===== src/rtl/key_state_tracker.sv =====
`default_nettype none
// ============================================================================
// Module      : key_state_tracker
// Description : Decodes a PS/2 set-2 byte stream (make, F0 break, E0 extended)
//               into held-level key outputs and a sticky start_game flag.
//               Optional macro KEY_STATE_ARROWS_EN aliases the arrow keys.
// Revision    : 1.0 - initial release
// ============================================================================
module key_state_tracker #(
  parameter logic [7:0] KEY_LEFT       = 8'h1C,
  parameter logic [7:0] KEY_RIGHT      = 8'h23,
  parameter logic [7:0] KEY_UP         = 8'h1D,
  parameter logic [7:0] KEY_DOWN       = 8'h1B,
  parameter logic [7:0] KEY_JUMP       = 8'h29,
  parameter logic [7:0] KEY_START      = 8'h5A,
  parameter int         PREFIX_TIMEOUT = 1_300_000
) (
  input  logic       clk,
  input  logic       rst,
  input  logic [7:0] rx_data,
  input  logic       rx_valid,
  input  logic       game_over,
  output logic       left,
  output logic       right,
  output logic       up,
  output logic       down,
  output logic       jump,
  output logic       start_game
);

  localparam logic [7:0]  c_EXT_PREFIX   = 8'hE0;
  localparam logic [7:0]  c_BREAK_PREFIX = 8'hF0;
  localparam logic [20:0] c_TIMEOUT      = 21'(PREFIX_TIMEOUT);
  localparam logic [20:0] c_CNT_MAX      = 21'h1F_FFFF;

  typedef enum logic [1:0] {
    ST_IDLE      = 2'd0,
    ST_EXT       = 2'd1,
    ST_BREAK     = 2'd2,
    ST_EXT_BREAK = 2'd3
  } state_t;

  state_t      r_state;
  state_t      w_state_next;
  logic [20:0] r_cnt;
  logic [20:0] w_cnt_next;
  logic        w_apply;
  logic        w_make;
  logic        w_ext;
  logic        w_is_prefix;

  logic r_left_key, r_right_key, r_up_key, r_down_key, r_jump_key, r_start;

  assign w_is_prefix = (rx_data == c_EXT_PREFIX) || (rx_data == c_BREAK_PREFIX);

  always_ff @(posedge clk or posedge rst) begin
    if (rst) begin
      r_state <= ST_IDLE;
      r_cnt   <= '0;
    end else begin
      r_state <= w_state_next;
      r_cnt   <= w_cnt_next;
    end
  end

  // A received byte always takes priority over an expiring prefix timeout.
  always_comb begin
    w_state_next = r_state;
    w_cnt_next   = r_cnt;
    w_apply      = 1'b0;
    w_make       = 1'b0;
    w_ext        = 1'b0;
    if (rx_valid) begin
      w_cnt_next = '0;
      unique case (r_state)
        ST_IDLE: begin
          if (rx_data == c_EXT_PREFIX)        w_state_next = ST_EXT;
          else if (rx_data == c_BREAK_PREFIX) w_state_next = ST_BREAK;
          else begin
            w_apply = 1'b1;
            w_make  = 1'b1;
          end
        end
        ST_EXT: begin
          if (rx_data == c_BREAK_PREFIX)      w_state_next = ST_EXT_BREAK;
          else if (rx_data != c_EXT_PREFIX) begin
            w_apply      = 1'b1;
            w_make       = 1'b1;
            w_ext        = 1'b1;
            w_state_next = ST_IDLE;
          end
        end
        ST_BREAK: begin
          w_apply      = !w_is_prefix;
          w_state_next = ST_IDLE;
        end
        ST_EXT_BREAK: begin
          w_apply      = !w_is_prefix;
          w_ext        = 1'b1;
          w_state_next = ST_IDLE;
        end
        default: w_state_next = ST_IDLE;
      endcase
    end else if (r_state == ST_IDLE) begin
      w_cnt_next = '0;
    end else if (r_cnt == c_TIMEOUT) begin
      w_cnt_next   = '0;
      w_state_next = ST_IDLE;
    end else if (r_cnt != c_CNT_MAX) begin
      w_cnt_next = r_cnt + 21'd1;
    end
  end

  // game_over is evaluated last so it overrides a coincident start make.
  always_ff @(posedge clk or posedge rst) begin
    if (rst) begin
      r_left_key  <= 1'b0;
      r_right_key <= 1'b0;
      r_up_key    <= 1'b0;
      r_down_key  <= 1'b0;
      r_jump_key  <= 1'b0;
      r_start     <= 1'b0;
    end else begin
      if (w_apply && !w_ext) begin
        if (rx_data == KEY_LEFT)  r_left_key  <= w_make;
        if (rx_data == KEY_RIGHT) r_right_key <= w_make;
        if (rx_data == KEY_UP)    r_up_key    <= w_make;
        if (rx_data == KEY_DOWN)  r_down_key  <= w_make;
        if (rx_data == KEY_JUMP)  r_jump_key  <= w_make;
        if (rx_data == KEY_START && w_make) r_start <= 1'b1;
      end
      if (game_over) r_start <= 1'b0;
    end
  end

`ifdef KEY_STATE_ARROWS_EN
  localparam logic [7:0] c_ARROW_LEFT  = 8'h6B;
  localparam logic [7:0] c_ARROW_RIGHT = 8'h74;
  localparam logic [7:0] c_ARROW_UP    = 8'h75;
  localparam logic [7:0] c_ARROW_DOWN  = 8'h72;

  logic r_left_arw, r_right_arw, r_up_arw, r_down_arw;

  always_ff @(posedge clk or posedge rst) begin
    if (rst) begin
      r_left_arw  <= 1'b0;
      r_right_arw <= 1'b0;
      r_up_arw    <= 1'b0;
      r_down_arw  <= 1'b0;
    end else if (w_apply && w_ext) begin
      if (rx_data == c_ARROW_LEFT)  r_left_arw  <= w_make;
      if (rx_data == c_ARROW_RIGHT) r_right_arw <= w_make;
      if (rx_data == c_ARROW_UP)    r_up_arw    <= w_make;
      if (rx_data == c_ARROW_DOWN)  r_down_arw  <= w_make;
    end
  end

  assign left  = r_left_key  | r_left_arw;
  assign right = r_right_key | r_right_arw;
  assign up    = r_up_key    | r_up_arw;
  assign down  = r_down_key  | r_down_arw;
`else
  assign left  = r_left_key;
  assign right = r_right_key;
  assign up    = r_up_key;
  assign down  = r_down_key;
`endif

  assign jump       = r_jump_key;
  assign start_game = r_start;

endmodule
`default_nettype wire


===== config.mk =====
export PLATFORM = sky130hd
export DESIGN_NAME = key_state_tracker
export DESIGN_NICKNAME = d
export VERILOG_FILES = /design/src/rtl/key_state_tracker.sv
export SDC_FILE = /design/constraint.sdc
export NUM_CORES = 1
export LEC_CHECK = 0
export CAP_MARGIN = 20
export CORE_UTILIZATION = 50
export DETAILED_ROUTE_END_ITERATION = 12
export GPL_TIMING_DRIVEN = 0
export PLACE_DENSITY_LB_ADDON = 0.05
export SETUP_SLACK_MARGIN = 0.5
export SYNTH_ARGS = -nofsm -noshare
export SYNTH_HDL_FRONTEND = slang
export SYNTH_SLANG_ARGS = --single-unit
export TNS_END_PERCENT = 50

===== constraint.sdc =====
create_clock -name clk -period 1.88 [get_ports clk]
set_input_delay 0.376 -clock clk [delete_from_list [all_inputs] [get_ports clk]]
set_output_delay 0.376 -clock clk [all_outputs]
set_load 0.05 [all_outputs]

==> qor.txt <==
Status - finished with violations
Violated checks - negative setup slack
Clock slew at the register clock pins of the worst setup and hold paths - 0.10 ns
Routability cong. - 0.809
CTS Sinks - 29
LEAKAGE - 0.851 nW
Largest fanout on the critical path - 5
Place WS - -0.280 ns
Layout filler cell count - 273
Global-route wire length before repair - 7.10 mm
Routed vias/inst - 6.10
Setup crit start - r_cnt[2]$_DFFE_PP0P_
Critical Path AT - 2.13 ns
Syn nets - 189
Hold buffer count at cts - 0
Die area - 3650 sq um
Yosys reg bits - 29
Initial antenna violation count - 0
Library cells used by synthesis - 44
Share of layout cells above drive strength 1 - 30.0%
Total power - 0.00111 W
Die height - 60.4 um
Reg-to-Reg End - r_cnt[14]$_DFFE_PP0P_
Setup_tns - -0.211 ns
Max transition margin - 57.4%
Post-route ant nets - 0
Largest net degree at the start of global routing - 30
Ys async rst share - 100%
Launch instance of the worst register-to-register path - r_cnt[2]$_DFFE_PP0P_
Final setup margin - -0.0265 ns
WL per Instance - 16.9 um
Nets - 226
Max Cap Violations - 0
Synth Cell Area - 1710 sq um
Final Hold Slack - 0.453 ns
Worst vdd ir - 0.000485 V
DP HPWL - 2.73 mm
N_diodes - 0
Vias in the first global route - 1480
Number of port buffers - 17
CTS tree - built
RSZ-0062 raised after global routing - yes
Root buffer cell - clkbuf_4
R2r setup slk - -0.03 ns
TritonRoute pass-1 iters - 4
Worst setup SP type - register
H-tree Lvls - 2
Ys Warns - 0
Hold Path Class - primary input to asynchronous set/reset pin
Hold Fails Final Rpt - 0
DRC viols - 0
WS Path Type - register to register
Io pins - 18
Area grow syn2layout - 26.7%
GR Overflow Total - 0
Die Wd - 60.4 um
EDFF count, synth - 0
Dpl cell area - 1940 sq um
Power density over the cells - 515 nW/um^2
All-Layer GR Usage - 27.0%
Synth Area per Inst - 9.75 sq um
Starting density of the core - 54.1%
DRT iter0 DRCs - 93
Max Slew Vio Count - 0
Core Area - 3150 sq um
Post-Synthesis Cells - 175
Synth Flop Type - dfrtp_1
CTS max path bufs - 2
Core Rows - 20
Final worst path period share - 101%
Critical Path End Type - register
DRT Wirelength - 4.35 mm
Final Setup Violations - 11
Tightest Pin Transition - 0.637 ns
Clock Latency Late Sink - 0.34 ns
Sequential area share after synthesis - 42.6%
Number of CTS-inserted buffers - 5
Clock Skew - 0.0138 ns
Highest Clock Rate - 0.525 GHz
Critical path required time - 2.10 ns
Worst-case reg-to-reg path depth - 6
Via count - 1567
Final Cell Area - 2160 sq um
Min Tclk post-route - 1.91 ns
## critical path: stages, from the launching register on
cell and delay (ns):
dfrtp_1 0.39, buf_6 0.12, or4b_4 0.52, nor4b_4 0.26, a311o_2 0.29, buf_4 0.18
a21oi_2 0.04
## worst max path at each step
stage,to,cells after the start
after floorplan,r_cnt[17]$_DFFE_PP0P_,6
after global placement,up$_DFFE_PP0P_,4
after detailed placement,up$_DFFE_PP0P_,4
after CTS,r_cnt[15]$_DFFE_PP0P_,6
after global routing,r_cnt[20]$_DFFE_PP0P_,6
final,r_cnt[14]$_DFFE_PP0P_,6
## through the flow
step / std cells / util, %
6_report: 257 / 68.5
5_1_grt: 257 / 68.5
4_1_cts: 256 / 68.0
3_5_place_dp: 236 / 61.6
3_3_place_gp: 236 / 61.6
2_1_floorplan: 175 / -
## logic make-up (layout without fill, tap and decap cells)
kind of cell	count (synthesis)	count (layout)	share of synthesized area, %
xor+xnor	12	12	6.16
simple gates	78	78	29.1
fa+ha+maj	2	2	1.47
flops	29	29	42.6
compound gates	37	37	13.5
buf+inv	13	51	4.70
mux	4	4	2.57
## layout make-up
type | instances | area, sq um | share of cell area [%]
flip-flops and latches | 29 | 728 | 33.7
clock inverters | 2 | 10.0 | 0.463
repair buffers | 30 | 231 | 10.7
multi-input cells | 133 | 1010 | 46.8
well taps | 44 | 55.1 | 2.55
inverters | 7 | 30.0 | 1.39
plain buffers | 6 | 53.8 | 2.49
clock buffers | 6 | 41.3 | 1.91
## registers in the layout, summed over array words and instances (netlist names)
signal	flops
r_cnt	21
left	1
up	1
start_game	1
down	1
jump	1
r_state	2
right	1
## synth_stat cells (all sizes together) (2+ instances only)
master	number	share of area, %
or2	3	1.1
ha	2	1.5
o41ai	3	1.5
nor2	8	1.8
and4	3	1.5
nor2b	2	0.73
xnor2	8	4.1
nand2b	2	0.73
nor4b	2	1.4
nor4	5	2.7
mux2	3	2.0
dfrtp	29	43
nand4b	3	1.5
nand4	9	3.7
inv	7	1.5
a21oi	15	4.4
nand3	12	3.5
nand2	10	2.6
buf	6	3.2
xor2	4	2.1
nor3b	3	1.3
a31oi	8	2.9
or4b	2	1.2
o21ai	5	1.5
nor3	8	2.3
## cells in the final DEF, fill, tap and decap left out, types with 3 or more instances in the layout
master / instances
a21oi_1: 7
a21oi_2: 8
a31oi_1: 6
and4_1: 3
buf_2: 5
buf_4: 13
buf_6: 4
clkbuf_4: 7
dfrtp_1: 27
dlygate4sd2_1: 9
inv_1: 6
mux2_2: 3
nand2_1: 9
nand3_1: 12
nand4_1: 8
nand4b_1: 3
nor2_1: 8
nor3_1: 7
o21ai_0: 5
o41ai_1: 3
or2_2: 3
xnor2_1: 8
xor2_1: 4
## timing repair
action	in CTS	in global routing
gates cloned	1	1
buffers inserted	11	0
gates resized for setup	59	6
setup endpoints to repair	63	28
pin swaps	9	1
## where the power goes
part | leakage [nW] | total [W] | switching, W | internal (W)
Combinational | 0.423 | 0.000101 | 0.0000669 | 0.0000340
Sequential | 0.396 | 0.000632 | 0.00000287 | 0.000629
Clock | 0.0320 | 0.000380 | 0.000238 | 0.000142
## metal layers
layer | part of all wire, % | GRT usage [%] | routed length (um)
met5 | 0 | 0 | 0
met4 | 2.1 | 10.6 | 91
met3 | 4.7 | 5.76 | 206
met2 | 46 | 40.8 | 2020
met1 | 47 | 37.9 | 2030
No activity file was read; power rests on OpenSTA's default activity.
